==> src/rtl/ib_lut_loader_pkg.sv <==
// Shared definitions for the IB LUT loader: default LUT geometry, FSM states
// and the mapping from (iteration, module) to a VN bank strobe bit.
package ib_lut_loader_pkg;

   localparam int unsigned ITER_NUM_DEF   = 2;
   localparam int unsigned VN_ADDR_BW_DEF = 6;
   localparam int unsigned VN_DEPTH_DEF   = 64;
   localparam int unsigned VN_DATA_BW_DEF = 6;
   localparam int unsigned DN_ADDR_BW_DEF = 5;
   localparam int unsigned DN_DEPTH_DEF   = 32;
   localparam int unsigned DN_DATA_BW_DEF = 3;

   typedef enum logic [2:0] {
      ST_IDLE,
      ST_VN_M0,
      ST_VN_M1,
      ST_DN,
      ST_DONE
   } state_e;

   function automatic int unsigned vn_bit_idx(input int unsigned iter, input int unsigned m);
      return 2 * iter + m;
   endfunction

endpackage

==> src/rtl/ib_lut_loader_addr_cnt.sv <==
// Up-counter with synchronous clear (priority over increment) and a
// terminal-count flag against a run-time last value.
module ib_lut_addr_cnt #(
   parameter int unsigned W = 6
) (
   input  logic         clk_i,
   input  logic         rst_ni,
   input  logic         clr_i,
   input  logic         inc_i,
   input  logic [W-1:0] last_i,
   output logic [W-1:0] cnt_o,
   output logic         tc_o
);

   logic [W-1:0] cnt_q, cnt_d;

   always_comb begin
      cnt_d = cnt_q;
      if (clr_i)      cnt_d = '0;
      else if (inc_i) cnt_d = cnt_q + W'(1);
   end

   always_ff @(posedge clk_i or negedge rst_ni) begin
      if (!rst_ni) cnt_q <= '0;
      else         cnt_q <= cnt_d;
   end

   assign cnt_o = cnt_q;
   assign tc_o  = (cnt_q == last_i);

endmodule

==> src/rtl/ib_lut_loader.sv <==
// Streams LUT words into the per-iteration VN m0/m1 and DN LUT banks in fixed
// order, with registered write strobes, then pulses load_done.
module ib_lut_loader
   import ib_lut_loader_pkg::*;
#(
   parameter int unsigned ITER_NUM   = ITER_NUM_DEF,
   parameter int unsigned VN_ADDR_BW = VN_ADDR_BW_DEF,
   parameter int unsigned VN_DEPTH   = VN_DEPTH_DEF,
   parameter int unsigned VN_DATA_BW = VN_DATA_BW_DEF,
   parameter int unsigned DN_ADDR_BW = DN_ADDR_BW_DEF,
   parameter int unsigned DN_DEPTH   = DN_DEPTH_DEF,
   parameter int unsigned DN_DATA_BW = DN_DATA_BW_DEF
) (
   input  logic                  write_clk,
   input  logic                  rstn,
   input  logic                  load_start,
   input  logic                  load_abort,
   input  logic [VN_DATA_BW-1:0] s_data,
   input  logic                  s_valid,
   output logic                  s_ready,
   output logic [2*ITER_NUM-1:0] vn_wr_en,
   output logic [VN_ADDR_BW-1:0] vn_wr_addr,
   output logic [VN_DATA_BW-1:0] vn_wr_data,
   output logic [ITER_NUM-1:0]   dn_wr_en,
   output logic [DN_ADDR_BW-1:0] dn_wr_addr,
   output logic [DN_DATA_BW-1:0] dn_wr_data,
   output logic                  busy,
   output logic                  load_done
);

   localparam int unsigned AW = (VN_ADDR_BW > DN_ADDR_BW) ? VN_ADDR_BW : DN_ADDR_BW;
   localparam int unsigned IW = (ITER_NUM > 1) ? $clog2(ITER_NUM) : 1;
   localparam logic [AW-1:0] VN_LAST = AW'(VN_DEPTH - 1);
   localparam logic [AW-1:0] DN_LAST = AW'(DN_DEPTH - 1);
   localparam logic [IW-1:0] IT_LAST = IW'(ITER_NUM - 1);

   state_e state_q, state_d;

   logic [2*ITER_NUM-1:0] vn_en_q, vn_en_d;
   logic [ITER_NUM-1:0]   dn_en_q, dn_en_d;
   logic [VN_ADDR_BW-1:0] vn_addr_q, vn_addr_d;
   logic [VN_DATA_BW-1:0] vn_data_q, vn_data_d;
   logic [DN_ADDR_BW-1:0] dn_addr_q, dn_addr_d;
   logic [DN_DATA_BW-1:0] dn_data_q, dn_data_d;

   logic          a_clr, a_inc, a_tc;
   logic [AW-1:0] a_cnt, a_last;
   logic          i_clr, i_inc, i_tc;
   logic [IW-1:0] i_cnt;
   int unsigned   iter_idx;
   int unsigned   m_sel;
   logic          xfer;

   ib_lut_addr_cnt #(.W(AW)) u_addr_cnt (
      .clk_i  (write_clk),
      .rst_ni (rstn),
      .clr_i  (a_clr),
      .inc_i  (a_inc),
      .last_i (a_last),
      .cnt_o  (a_cnt),
      .tc_o   (a_tc)
   );

   ib_lut_addr_cnt #(.W(IW)) u_iter_cnt (
      .clk_i  (write_clk),
      .rst_ni (rstn),
      .clr_i  (i_clr),
      .inc_i  (i_inc),
      .last_i (IT_LAST),
      .cnt_o  (i_cnt),
      .tc_o   (i_tc)
   );

   assign s_ready  = (state_q == ST_VN_M0) || (state_q == ST_VN_M1) || (state_q == ST_DN);
   assign xfer     = s_valid & s_ready;
   assign a_last   = (state_q == ST_DN) ? DN_LAST : VN_LAST;
   assign iter_idx = 32'(i_cnt);
   assign m_sel    = (state_q == ST_VN_M1) ? 1 : 0;

   always_comb begin
      state_d   = state_q;
      a_clr     = 1'b0;
      a_inc     = 1'b0;
      i_clr     = 1'b0;
      i_inc     = 1'b0;
      vn_en_d   = '0;
      dn_en_d   = '0;
      vn_addr_d = vn_addr_q;
      vn_data_d = vn_data_q;
      dn_addr_d = dn_addr_q;
      dn_data_d = dn_data_q;

      // Abort outranks everything; a transfer in the same cycle is dropped.
      if (state_q != ST_IDLE && load_abort) begin
         state_d = ST_IDLE;
         a_clr   = 1'b1;
         i_clr   = 1'b1;
      end else begin
         case (state_q)
            ST_IDLE: begin
               if (load_start && !load_abort) begin
                  state_d = ST_VN_M0;
                  a_clr   = 1'b1;
                  i_clr   = 1'b1;
               end
            end
            ST_VN_M0, ST_VN_M1: begin
               if (xfer) begin
                  for (int unsigned j = 0; j < 2 * ITER_NUM; j++)
                     vn_en_d[j] = (j == vn_bit_idx(iter_idx, m_sel));
                  vn_addr_d = a_cnt[VN_ADDR_BW-1:0];
                  vn_data_d = s_data;
                  a_inc     = 1'b1;
                  if (a_tc) begin
                     a_clr   = 1'b1;
                     state_d = (state_q == ST_VN_M0) ? ST_VN_M1 : ST_DN;
                  end
               end
            end
            ST_DN: begin
               if (xfer) begin
                  for (int unsigned j = 0; j < ITER_NUM; j++)
                     dn_en_d[j] = (j == iter_idx);
                  dn_addr_d = a_cnt[DN_ADDR_BW-1:0];
                  dn_data_d = s_data[DN_DATA_BW-1:0];
                  a_inc     = 1'b1;
                  if (a_tc) begin
                     a_clr = 1'b1;
                     if (i_tc) begin
                        i_clr   = 1'b1;
                        state_d = ST_DONE;
                     end else begin
                        i_inc   = 1'b1;
                        state_d = ST_VN_M0;
                     end
                  end
               end
            end
            ST_DONE: state_d = ST_IDLE;
            default: state_d = ST_IDLE;
         endcase
      end
   end

   always_ff @(posedge write_clk or negedge rstn) begin
      if (!rstn) begin
         state_q   <= ST_IDLE;
         vn_en_q   <= '0;
         dn_en_q   <= '0;
         vn_addr_q <= '0;
         vn_data_q <= '0;
         dn_addr_q <= '0;
         dn_data_q <= '0;
      end else begin
         state_q   <= state_d;
         vn_en_q   <= vn_en_d;
         dn_en_q   <= dn_en_d;
         vn_addr_q <= vn_addr_d;
         vn_data_q <= vn_data_d;
         dn_addr_q <= dn_addr_d;
         dn_data_q <= dn_data_d;
      end
   end

   assign vn_wr_en   = vn_en_q;
   assign dn_wr_en   = dn_en_q;
   assign vn_wr_addr = vn_addr_q;
   assign vn_wr_data = vn_data_q;
   assign dn_wr_addr = dn_addr_q;
   assign dn_wr_data = dn_data_q;
   assign busy       = (state_q != ST_IDLE);
   assign load_done  = (state_q == ST_DONE);

endmodule

==> config.mk <==
export PLATFORM = sky130hd
export DESIGN_NAME = ib_lut_loader
export DESIGN_NICKNAME = d
export VERILOG_FILES = /design/src/rtl/ib_lut_loader_pkg.sv /design/src/rtl/ib_lut_loader_addr_cnt.sv /design/src/rtl/ib_lut_loader.sv
export SDC_FILE = /design/constraint.sdc
export NUM_CORES = 1
export LEC_CHECK = 0
export ABC_CLOCK_PERIOD_IN_PS = 4800
export BUFFER_PORTS_ARGS = -buffer_cell sky130_fd_sc_hd__buf_2
export CAP_MARGIN = 20
export CORE_MARGIN = 1.5
export CORE_UTILIZATION = 49
export CTS_CLUSTER_SIZE = 20
export DETAILED_ROUTE_END_ITERATION = 10
export HOLD_SLACK_MARGIN = 0.06
export PLACE_DENSITY = 0.78
export SLEW_MARGIN = 20
export SYNTH_ARGS = -nofsm -noshare
export SYNTH_HDL_FRONTEND = slang
export SYNTH_SLANG_ARGS = --single-unit
==> constraint.sdc <==
create_clock -name write_clk -period 4.8 [get_ports write_clk]
set_clock_uncertainty 0.1 [all_clocks]
set_input_delay 1.2 -clock write_clk [delete_from_list [all_inputs] [get_ports write_clk]]
set_output_delay 1.2 -clock write_clk [all_outputs]
set_load 0.02 [all_outputs]
Word level (Yosys, flattened, before mapping)
Cells that the tools add are included.
{"block": "word_totals", "elab_cells": 82, "romBits": 0, "mem_bits_rw": 0, "memories": 0, "latch_bits": 0, "regBits": 36}
{"block": "classes", "mul": 0, "bitwise_logic": 2, "eq_ne": 13, "n_lt_le_gt_ge": 0, "reduce_logical": 16, "add_sub_neg": 3, "div": 0, "muxes": 39, "shifts": 0}
{"cell": "zero test 32 bit", "count": 2}
{"cell": "== test 1 x 32 -> 1 bit (first input constant)", "count": 1}
{"cell": "== test 2 x 32 -> 1 bit (first input constant)", "count": 1}
{"cell": "2-to-1 mux 3 bit", "count": 7}
{"cell": "2-to-1 mux 1 bit", "count": 20}
{"cell": "2-to-1 mux 6 bit", "count": 3}
{"cell": "2-to-1 mux 4 bit", "count": 3}
{"cell": "!= test 3 bit (second input constant)", "count": 3}
{"cell": "case mux 3 bit (3 select lines)", "count": 1}
{"cell": "adder 6 x 1 -> 6 bit (second input constant)", "count": 1}
{"cell": "== test 3 x 2 -> 1 bit (second input constant)", "count": 2}
{"cell": "== test 6 bit", "count": 1}
{"cell": "2-to-1 mux 2 bit", "count": 3}
{"cell": "!= test 3 x 2 -> 1 bit (second input constant)", "count": 2}
{"cell": "AND reduction 3 bit", "count": 2}
{"cell": "AND reduction 5 bit", "count": 1}
{"cell": "case mux 1 bit (2 select lines)", "count": 2}
{"cell": "nonzero test 2 bit", "count": 2}
{"cell": "adder 2 x 1 -> 3 bit", "count": 1}
{"cell": "== test 2 x 3 -> 1 bit (first input constant)", "count": 1}
{"cell": "== test 3 x 1 -> 1 bit (second input constant)", "count": 1}
{"cell": "== test 3 bit (second input constant)", "count": 1}
{"cell": "zero test 3 bit", "count": 1}
{"cell": "nonzero test 3 bit", "count": 1}
{"cell": "8 further kinds", "count": 10}

Longest topological paths before layout
{"block": "logic_depth", "word_depth": 9, "mapped_depth": 7, "mapped_depth_nobuf": 5}

Modules after synthesis
Synthesis repeated with hierarchy kept, for this count alone.
{"block": "unflattened", "hier_cells": 128, "area_unflattened_um2": 1669.1}
{"mod": "ib_lut_loader", "cells_per_inst": 92, "area_each_um2": 1290.0, "seq_area_each_um2": 725.7, "instances": 1}
{"mod": "ib_lut_addr_cnt (u_addr_cnt)", "cells_per_inst": 32, "area_each_um2": 332.8, "seq_area_each_um2": 150.1, "instances": 1}
{"mod": "ib_lut_addr_cnt (u_iter_cnt)", "cells_per_inst": 4, "area_each_um2": 46.3, "seq_area_each_um2": 25.0, "instances": 1}

Least setup slack after synthesis
OpenSTA, ideal clock, no wires.
{"block": "synth_path", "kind": "input-to-reg", "start": "input s_valid", "end": "register vn_addr_q[2], in the netlist vn_wr_addr[2]", "n_path_buf": 2, "cell_stages": 6, "t_arrival_ps": 2196, "setup_slack_ps": 2379, "path_cell_list": "nor3b_4 and2_1 buf_4 o21ai_2 buf_6 mux2_4"}
{"block": "synth_between", "elab_chain_len": 2}
{"element": "from (decl)", "line_no": "ib_lut_loader.sv:19", "source": "input logic s_valid,"}
{"element": "AND 1 bit", "line_no": "ib_lut_loader.sv:75", "source": "assign xfer = s_valid & s_ready;"}
{"element": "AND reduction 3 bit (no source line)"}
{"element": "to (signal assigned)", "line_no": "ib_lut_loader.sv:158", "source": "vn_addr_q <= vn_addr_d;"}
{"element": "to (decl)", "line_no": "ib_lut_loader.sv:41", "source": "logic [VN_ADDR_BW-1:0] vn_addr_q, vn_addr_d;"}
No other way between the ends.
A chain may end at the register's enable or synchronous reset.

Final worst setup path
{"block": "layout_path", "start": "register state_q[0]", "end": "output load_done"}
{"block": "layout_between", "elab_chain_len": 1}
{"element": "from (decl)", "line_no": "ib_lut_loader.sv:37", "source": "state_e state_q, state_d;"}
{"element": "from (signal assigned)", "line_no": "ib_lut_loader.sv:155", "source": "state_q <= state_d;"}
{"element": "== test 3 bit", "line_no": "ib_lut_loader.sv:172", "source": "assign load_done = (state_q == ST_DONE);"}
{"element": "to (decl)", "line_no": "ib_lut_loader.sv:28", "source": "output logic load_done"}
No other way between the ends.

==> results.md <==
- For this run, the share of the core covered by cells in the final layout is 0.606.
- The worst relative slew slack is 0.444.
- Across the VDD grid, the largest voltage drop is 0.000197 V.
- The core region is 3130 um2.
- Power spread over the standard cell area amounts to 310 nW/um2.
- After detailed placement, the design holds a cell count of 204.
- The post-route met1 wirelength is 1350 um.
- The final-report hold violation count is 0.
- The required time of the worst setup path is 3500 ps.
- Setup repair after global routing left no endpoint under its margin.
- Entering global routing, the biggest net connects 37 pins.
- For this run, the top clock speed supported by timing is 0.352 GHz.
- The startpoint type of the worst setup path is a flip-flop.
- The portion of synthesized area spent on multiplexers is 0.193.
- The xor-xnor portion of the synthesized cell area is 0.0372.
- Counting along the longest clock path gives a buffer depth of 2.
- The routability congestion estimate from global placement is 0.808.
- The root buffer selected by CTS is sky130_fd_sc_hd__clkbuf_4.
- The detailed route wirelength on metal3 is 149 um.
- Measured along the y axis, the die boundary spans 61.0 um.
- Across the run, the number of max-cap violations was 0.
- The clock edge transition at the registers on the reported setup and hold paths is 90 ps.
- In the final routed layout, each cell accounts on average for 14.6 um.
- On the worst path, the slowest cell contributes a delay of 540 ps.
- The initial utilization of the core area, before any placement, comes to 0.527.
- The critical path in this run is classified as reg -> out.
- Of the total synthesized cell area, the portion taken by AND, OR, NAND and NOR gates is 0.162.
- The leading register cell type out of synthesis is sky130_fd_sc_hd__dfrtp_1.
- Of the synthesized area, sequential elements account for 0.547.
- Setup total negative slack on the finished layout was measured at 0 ps.
- The data arrival at the endpoint of the critical path is 1540 ps.
- The standard-cell row count is 20.
- The initial antenna violation count is 0.
- The signed area change from the synthesized netlist to the final layout is 15.0%.
- Of the total synthesized cell area, the portion taken by full adders, half adders and majority gates is 0.00759.
- The clock latency on the worst-skew pair is 330 ps.
- The actual slew at the worst max-slew pin is 834 ps.
- The via count of the first global-routing pass is 1,077.
- In this run the register-to-register setup slack is 2680 ps.
- The count of flip-flops with a built-in enable after synthesis is 0.
- The remaining antenna violation count after routing is 0.
- In this run the worst hold path is classified as reg -> reg.
- Before antenna repair, the detailed router went through 4 iterations.
- The CTS tree is yes.
- The first global-routing pass estimated 5130 um of wire.
- The total wire length is 3080 um.
- The per-cell via count in the routed design is 5.27.
- The standby leakage power is 1.04 nW.
- Summed over all nets, wire length on met2 after detailed routing comes to 1530 um.
- Walking the worst path, the cells encountered are nor2_1 > and2_1 > buf_2.
- The cell with the largest stage delay on the worst path is sky130_fd_sc_hd__dfrtp_1.
- Counting distinct cell types in the post-synthesis netlist gives 31.
- In this run the count of I/O pins placed on the die edge is 40.
- For this block, the initial DRC count from the detailed router was 37.
- The post-detailed-placement half-perimeter wirelength is 2230 um.
- Synthesis produced 127 cells.
- The kind of end point of the critical path is an output port.
- The worst path in the final design needs a cycle of 2840 ps, including I/O delays and setup.
- The per-instance average area after synthesis is 13.0 um2.
- The post-synthesis register bit count is 36.
- In this run the worst setup path begins at state_q[0]$_DFFE_PN0P_.
- The mapped netlist covers 1650 um2.
- The hold buffer count at CTS is 0.
- The count of nets after finishing is 179.
- The number of buffers and inverters on the critical path is 1.
- In this run the critical register-to-register path is captured at vn_wr_addr[0]$_DFFE_PN0P_.
- The total overflow reported by the global router is 0.
- The cell class contributing the biggest share of worst-path delay is flip-flops.
- The startpoint of the lowest-slack register-to-register path is state_q[0]$_DFFE_PN0P_.
- The share of flip-flops with an asynchronous set or reset is 1.00.
- Gates resized during post-CTS repair numbered 0.
- The number of slew-limit violations in the final report is 0.
- The total power is 0.000587 W.
- The total number of yosys warnings is 0.
- The highest metal layer with signal wires is met4.
- The number of inserted filler cells in the final layout is 268.
- In the global route stage, overall resource usage came out at 0.198.
- The die covers 3720 um2.
- The total setup violations reported at the end of the flow is 0.
- The number of nets handed over by synthesis was 139.
- Measured in cells, the most critical reg-to-reg path has a length of 4.
- Once layout is complete, the cells apart from fillers number 211.
- The flow ran to the end, and the final reports show no timing, DRC or antenna violations.
- Across the whole layout, storage elements account for 901 um2.
- The width of the die is 61.0 um.
- The multi-input logic area is 693 um2.
- The most critical setup path has its endpoint at load_done.
- The number of H-tree levels is 2.
- The combinational family with the most area after synthesis is multiplexers.
- Along the worst path, the maximum fanout reaches 14.
- In this run, CTS created clock tree buffers numbering 5.
- The post-CTS setup-driven buffer insertion count is 0.
- In this run the number of cells on the critical path is 3.
- The DRC violation count after routing is 0.
- The total number of vias is 1,111.
- In the final layout, the share of cells above drive strength 1 is 0.431.
- The quantity of I/O buffers inserted on ports is 39.
- The post-synthesis compound-gate area fraction came to 0.0213.
- The final worst-path cycle share is 0.592.
- The CTS sink count is 36.
- 0 antenna diodes ended up in the layout.
-- stage by stage --
step / setup slack (ps) / cell area, um2 / hold WS (ps)
detailed placement: 1990 / 1850 / 392
global route: 1870 / 1890 / 436
finish: 1960 / 1890 / 416
floorplan: 2380 / 1650 / 373
CTS: 1960 / 1890 / 419
global placement: 2110 / 1850 / 383
-- kinds of logic after synthesis --
family          Yosys count
xor+xnor                  7
fa+ha+maj                 1
flops                    36
compound gates            4
simple gates             47
mux                      25
buf+inv                   7
-- worst register-to-register path: cells and delay by family (launching register included) --
family	cells	cell delay, ps
multiplexers	1	420
AO/OA/AOI/OAI	1	360
flip-flops	1	540
AND/OR/NAND/NOR	2	600
-- cells in the mapped netlist (3+ instances only) --
master                     n  area share
sky130_fd_sc_hd__buf_6     3       0.020
sky130_fd_sc_hd__mux2i_1   4       0.024
sky130_fd_sc_hd__nor2_1   12       0.027
sky130_fd_sc_hd__xnor2_1   5       0.027
sky130_fd_sc_hd__nor4_1    3       0.011
sky130_fd_sc_hd__nand3_1   5       0.015
sky130_fd_sc_hd__mux2_2   10       0.068
sky130_fd_sc_hd__nand2_1   4      0.0091
sky130_fd_sc_hd__and3_1    7       0.027
sky130_fd_sc_hd__dfrtp_1  36        0.55
sky130_fd_sc_hd__mux2_4   11        0.10
-- flip-flops by register name, indices dropped and copies added, names as in the netlist --
name,cells
dn_wr_en,2
vn_wr_en,4
u_iter_cnt.cnt_o,1
vn_wr_data,6
state_q,3
dn_wr_addr,5
dn_wr_data,3
u_addr_cnt.cnt_o,6
vn_wr_addr,6
-- how the worst min path moves through the flow --
stage | startpoint | endpoint | slack (ps) | depth (start not counted)
2_1_floorplan | u_iter_cnt.cnt_o$_DFFE_PN0P_ | dn_wr_en[0]$_DFF_PN0_ | 370 | 1
3_3_place_gp | dn_wr_data[0]$_DFFE_PN0P_ | dn_wr_data[0]$_DFFE_PN0P_ | 380 | 1
3_5_place_dp | vn_wr_data[5]$_DFFE_PN0P_ | vn_wr_data[5]$_DFFE_PN0P_ | 390 | 1
4_1_cts | dn_wr_addr[3]$_DFFE_PN0P_ | dn_wr_addr[3]$_DFFE_PN0P_ | 420 | 1
5_1_grt | dn_wr_addr[3]$_DFFE_PN0P_ | dn_wr_addr[3]$_DFFE_PN0P_ | 440 | 1
6_report | dn_wr_addr[2]$_DFFE_PN0P_ | dn_wr_addr[2]$_DFFE_PN0P_ | 420 | 1
-- layer usage --
layer,GRT usage,vias up
met2,0.310,24
met5,0,-
met4,0.121,0
met3,0.0490,7
met1,0.248,563
li1,-,517
-- placed cells by master, fill, tap and decap left out, types with 2 or more instances in the layout --
cell type,n
sky130_fd_sc_hd__buf_2,39
sky130_fd_sc_hd__dfrtp_1,36
sky130_fd_sc_hd__nor2_1,12
sky130_fd_sc_hd__mux2_4,11
sky130_fd_sc_hd__mux2_2,10
sky130_fd_sc_hd__and3_1,7
sky130_fd_sc_hd__nand3_1,5
sky130_fd_sc_hd__xnor2_1,5
sky130_fd_sc_hd__clkbuf_4,5
sky130_fd_sc_hd__nand2_1,4
sky130_fd_sc_hd__mux2i_1,4
sky130_fd_sc_hd__nor4_1,3
sky130_fd_sc_hd__or2_2,2
sky130_fd_sc_hd__and2_1,2
sky130_fd_sc_hd__nor2b_1,2
sky130_fd_sc_hd__nand3b_1,2
sky130_fd_sc_hd__nor3_1,2
sky130_fd_sc_hd__nand4_1,2
sky130_fd_sc_hd__xor2_1,2
-- report_power, final --
| group | internal (W) | switching [W] |
|---|---|---|
| Combinational | 0.0000485 | 0.0000564 |
| Clock | 0.0000538 | 0.0000898 |
| Sequential | 0.000323 | 0.0000151 |
-- cell type report --
class	instances	share of cell area
Tap cell	44	0.0291
Sequential cell	36	0.476
Clock buffer	6	0.0218
Multi-Input combinational cell	84	0.366
Inverter	1	0.00198
Timing Repair Buffer	39	0.103
Clock inverter	1	0.00264
No activity file was read; power rests on OpenSTA's default activity.
